## src/rtl/c5315_harness_pkg.sv

```systemverilog
// Shared widths, byte counts and state encoding for the c5315 byte-stream vector harness.
package c5315_harness_pkg;

  localparam int IN_W_DEF  = 178;
  localparam int OUT_W_DEF = 123;

  localparam int IN_BYTES  = (IN_W_DEF + 7) / 8;
  localparam int OUT_BYTES = (OUT_W_DEF + 7) / 8;

  localparam int IN_IDX_W  = $clog2(IN_BYTES);
  localparam int OUT_IDX_W = $clog2(OUT_BYTES);

  typedef enum logic [1:0] {
    LOAD   = 2'd0,
    SETTLE = 2'd1,
    UNLOAD = 2'd2
  } harness_state_t;

endpackage

```

## src/rtl/c5315_vector_harness.sv

```systemverilog
// Deserializes a stimulus vector for the c5315 wrapper, waits a settle window,
// captures the wrapper response and streams it back out byte by byte.
module c5315_vector_harness
  import c5315_harness_pkg::*;
#(
  parameter int IN_W          = IN_W_DEF,
  parameter int OUT_W         = OUT_W_DEF,
  parameter int SETTLE_CYCLES = 4
) (
  input  logic             clk,
  input  logic             rst_n,
  input  logic             s_valid,
  output logic             s_ready,
  input  logic [7:0]       s_data,
  output logic [IN_W-1:0]  vec_out,
  input  logic [OUT_W-1:0] resp_in,
  output logic             m_valid,
  input  logic             m_ready,
  output logic [7:0]       m_data,
  output logic             m_last,
  output logic             busy,
  output logic [15:0]      vec_count
);

  localparam int IN_B      = (IN_W + 7) / 8;
  localparam int OUT_B     = (OUT_W + 7) / 8;
  localparam int LAST_BITS = IN_W - 8 * (IN_B - 1);
  localparam int SH_W      = 8 * (IN_B - 1);
  localparam int RESP_W    = 8 * OUT_B;
  localparam int IIW       = (IN_B > 1) ? $clog2(IN_B) : 1;
  localparam int OIW       = (OUT_B > 1) ? $clog2(OUT_B) : 1;
  localparam int CW        = $clog2(SETTLE_CYCLES + 1);

  localparam logic [IIW-1:0] IN_LAST  = IIW'(IN_B - 1);
  localparam logic [OIW-1:0] OUT_LAST = OIW'(OUT_B - 1);
  localparam logic [CW-1:0]  CNT_LAST = CW'(SETTLE_CYCLES - 1);

  harness_state_t    state_q, state_d;
  logic [IIW-1:0]    in_idx_q, in_idx_d;
  logic [SH_W-1:0]   shadow_q, shadow_d;
  logic [IN_W-1:0]   vec_q, vec_d;
  logic [CW-1:0]     cnt_q, cnt_d;
  logic [RESP_W-1:0] resp_q, resp_d;
  logic [OIW-1:0]    out_idx_q, out_idx_d;
  logic [15:0]       vec_count_q, vec_count_d;

  always_comb begin
    state_d     = state_q;
    in_idx_d    = in_idx_q;
    shadow_d    = shadow_q;
    vec_d       = vec_q;
    cnt_d       = cnt_q;
    resp_d      = resp_q;
    out_idx_d   = out_idx_q;
    vec_count_d = vec_count_q;
    unique case (state_q)
      LOAD: begin
        if (s_valid) begin
          // Final byte carries only the top bits; the whole vector lands at once.
          if (in_idx_q == IN_LAST) begin
            vec_d    = {s_data[LAST_BITS-1:0], shadow_q};
            cnt_d    = '0;
            in_idx_d = '0;
            state_d  = SETTLE;
          end else begin
            shadow_d[8*in_idx_q +: 8] = s_data;
            in_idx_d = in_idx_q + 1'b1;
          end
        end
      end
      SETTLE: begin
        if (cnt_q == CNT_LAST) begin
          resp_d            = '0;
          resp_d[OUT_W-1:0] = resp_in;
          out_idx_d         = '0;
          state_d           = UNLOAD;
        end else begin
          cnt_d = cnt_q + 1'b1;
        end
      end
      UNLOAD: begin
        if (m_ready) begin
          if (out_idx_q == OUT_LAST) begin
            vec_count_d = vec_count_q + 16'd1;
            state_d     = LOAD;
          end else begin
            out_idx_d = out_idx_q + 1'b1;
          end
        end
      end
      default: state_d = LOAD;
    endcase
  end

  always_ff @(posedge clk or negedge rst_n) begin
    if (!rst_n) begin
      state_q     <= LOAD;
      in_idx_q    <= '0;
      shadow_q    <= '0;
      vec_q       <= '0;
      cnt_q       <= '0;
      resp_q      <= '0;
      out_idx_q   <= '0;
      vec_count_q <= '0;
    end else begin
      state_q     <= state_d;
      in_idx_q    <= in_idx_d;
      shadow_q    <= shadow_d;
      vec_q       <= vec_d;
      cnt_q       <= cnt_d;
      resp_q      <= resp_d;
      out_idx_q   <= out_idx_d;
      vec_count_q <= vec_count_d;
    end
  end

  // Outputs decode registered state only, so handshake inputs never reach them combinationally.
  always_comb begin
    m_data = '0;
    m_last = 1'b0;
    if (state_q == UNLOAD) begin
      m_data = resp_q[8*out_idx_q +: 8];
      m_last = (out_idx_q == OUT_LAST);
    end
  end

  assign s_ready   = (state_q == LOAD);
  assign m_valid   = (state_q == UNLOAD);
  assign busy      = (state_q != LOAD);
  assign vec_out   = vec_q;
  assign vec_count = vec_count_q;

endmodule

```

## config.mk

```make
export PLATFORM = sky130hd
export DESIGN_NAME = c5315_vector_harness
export DESIGN_NICKNAME = d
export VERILOG_FILES = /design/src/rtl/c5315_harness_pkg.sv /design/src/rtl/c5315_vector_harness.sv
export SDC_FILE = /design/constraint.sdc
export NUM_CORES = 1
export LEC_CHECK = 0
export BUFFER_PORTS_ARGS = -buffer_cell sky130_fd_sc_hd__buf_2
export CAP_MARGIN = 10
export CORE_MARGIN = 5
export CORE_UTILIZATION = 51
export DETAILED_ROUTE_END_ITERATION = 8
export PLACE_DENSITY = 0.78
export SLEW_MARGIN = 15
export SYNTH_ARGS = -nofsm -noshare
export SYNTH_HDL_FRONTEND = slang
export SYNTH_SLANG_ARGS = --single-unit
```

## constraint.sdc

```tcl
create_clock -name clk -period 3.5 [get_ports clk]
set_clock_uncertainty 0.05 [all_clocks]
set_input_delay 0.7 -clock clk [delete_from_list [all_inputs] [get_ports clk]]
set_output_delay 0.7 -clock clk [all_outputs]
set_load 0.01 [all_outputs]
```

==> flow_summary.yaml <==
clock_network:
  h-tree-depth: 2
  cts_root_buffer: "clkbuf_16"
  cts_made_buffers: 52
  post-cts-setup-buffers: 0
  clock-sinks: 507
  cts_tree: "yes"
  clock_path_buffers: 3
  worstSkewPairLatency_ps: 590
  cts.reportedPaths.clkPinSlew_ps: 60
floorplan:
  fp.dieH_um: 214.7
  die_w_um: 214.7
  rows: 75
  initial_core_util: 0.5129
  design.core.area_um2: 41670
  boundaryPins: 341
  die_area_um2: 46100
yosys:
  ys_seq_area_frac: 0.5936
  synth_edf_count: 0
  synth_seq_cells: 507
  synthArstFlopShare: 1.000
  synth_warnings: 0
  yosysTopAreaCellShare: 0.5936
  synthCells: 1519
  synth_area_per_cell_um2: 14.07
  synth.distinct_cells: 61
  syn_nets: 1662
  synthFlopType: "dfrtp_1"
  syn_area_um2: 21370
  yosys-top-cells-area: "dfrtp_1, mux2_2, mux4_2, mux2i_1, mux2_4"
  synth_top_area_cell: "dfrtp_1"
final_layout:
  nFillCells: 3177
  drive_gt1_frac: 0.4869
  synthToLayoutAreaGrowth_pct: 19.71
  fin_cells: 2448
  layout.nets: 2005
grt:
  track_usage: 0.2277
  grt-ovfl-total: 0
  antenna_found_initial: 10
  grt_first_pass_wirelength_mm: 84.12
  grt_pass1_vias: 14740
  grt_max_degree: 91
drt:
  drc: 0
  wl_per_cell_um: 21.59
  vias: 13550
  drt_iter0_drc: 842
  firstDrtPassIters: 5
  viasPerCell: 5.536
  ant_nets: 0
  wirelength_mm: 52.85
place:
  placed_cells: 2347
  dp_hpwl_mm: 37.16
  io_buffers: 340
  dp_slack_ps: 274.7
  gp_congestion: 0.8937
critical_path:
  ff2ff_path_depth: 9
  worst-path-max-fanout: 15
  crit_start: "out_idx_q[2]$_DFFE_PN0P_"
  critPathKind: "flip-flop to output pin"
  end_kind: "output pin"
  crit_arrival_ps: 2650
  worst_setup_path_start_kind: "flip-flop"
  cp.required_ps: 2750
  reg2reg_from: "in_idx_q[1]$_DFFE_PN0P_"
timing:
  fmax_mhz: 294.1
  fin_crit_sh: 0.9715
  fin_ws_ps: 99.87
  final.setup.tns_ps: 0
  final-max-slew-violation-count: 0
  setup_violations: 0
  hold_violations: 0
  worst_pin_slew_ps: 920.5
  min_period_ps: 3400
  rsz0062_at_grt: "no"
  timing.slew.headroom: 0.3822
status:
  status: "finished clean"
pwr:
  ir_drop_mv: 0.5115
  p_leak_nw: 13.07
  p_per_area_nw_per_um2: 766.6
flow_run:
  max_cap_violations: 0
min_path:
  hp-class: "primary input to asynchronous set/reset pin"
worst max-delay path, cell delays in order, from the launching register on:
cell      delay (ps)
dfrtp_1          760
nand2_1          230
a211oi_1         380
o32ai_1          150
a221o_1          390
buf_2            160
flip-flops by register name, indices dropped and copies added, names as in the netlist:
signal	count
cnt_q	3
in_idx_q	5
out_idx_q	4
resp_q	123
shadow_q	176
state_q	2
vec_count	16
vec_out	178
timing repair:
action | in CTS | in global routing
hold buffers | 0 | 0
setup endpoints to repair | 0 | 6
resized for setup | 0 | 3
path summary, 6_finish.rpt:
path / endpoint / slack [ps]
min in group clk: resp_q[43]$_DFFE_PN0P_ / 300
setup / recovery: m_data[1] / 100
max in group asynchronous: resp_q[51]$_DFFE_PN0P_ / 2390
setup reg to reg: shadow_q[140]$_DFFE_PN0P_ / 220
hold / removal: vec_out[103]$_DFFE_PN0P_ / 30
hold reg to reg: vec_count[15]$_DFFE_PN0P_ / 430
where the power goes:
part	switching (mW)	internal, mW	leakage (nW)
registers	0.929	7.47	6.67
clock network	2.26	3.27	0.855
logic	3.12	2.56	5.54
cell usage in the layout (no fill, tap or decap), types with 26 or more instances in the layout:
master and n:
inv_1 40, buf_4 31, dfrtp_1 506, buf_2 339, nand3_1 40, mux2i_1 41, o21ai_0 58, nor2_1 61
nand2_1 52, mux2_2 383, clkbuf_16 54, mux2_4 26
cell usage after synthesis, types with 5 or more instances:
cell type	instances
clkbuf_1	69
nand2_1	54
mux2i_1	41
mux2_2	383
nor2b_1	10
o21ai_0	59
o2bb2ai_1	5
nor3_1	16
mux2_4	26
and3_1	25
xor2_1	11
and2_1	5
ha_1	8
o31ai_1	7
nand4_1	10
nor4_4	6
buf_2	14
a211oi_1	6
nor2_1	61
inv_1	40
o22ai_1	5
nand3_1	40
mux4_2	24
nand2b_1	7
or3_1	5
dfrtp_1	507
xnor2_1	8
cell families after synthesis:
family	synth area share
flip-flops	0.5936
AO/OA/AOI/OAI	0.03033
buffers and inverters	0.02599
AND/OR/NAND/NOR	0.07301
XOR/XNOR	0.007786
multiplexers	0.2646
adder cells (fa/ha/maj)	0.004684
metrics by stage:
step / hold WS (ps) / util / area [um^2] / total power, mW
final: 25.85 / 0.6140 / 25580 / 19.61
after global routing: 70.33 / 0.6139 / 25580 / 20.66
after CTS: 63.13 / 0.6134 / 25560 / 19.73
after global placement: 404.5 / 0.5719 / 23830 / 13.83
after detailed placement: 416.3 / 0.5719 / 23830 / 14.11
after floorplan: 354.4 / - / 21370 / 12.08
final cells by class:
cell class | count | area, um^2 | share of cell area
clock buffers | 76 | 1544 | 0.06035
diodes | 7 | 17.52 | 0.0006847
clock inverters | 18 | 185.2 | 0.007238
well taps | 539 | 674.4 | 0.02636
flip-flops and latches | 507 | 12690 | 0.4961
multi-input cells | 878 | 8153 | 0.3187
repair buffers | 382 | 2165 | 0.08461
inverters | 41 | 153.9 | 0.006016
layer usage:
metal	GRT usage	share of wire	up-vias	wire length [um]
met5	0	0.00079	-	42
met4	0.08052	0.035	6	1831
met3	0.06319	0.069	112	3633
met2	0.3714	0.49	399	25790
met1	0.2958	0.41	6924	21560
li1	-	-	6112	-
No activity file was read; power rests on OpenSTA's default activity.
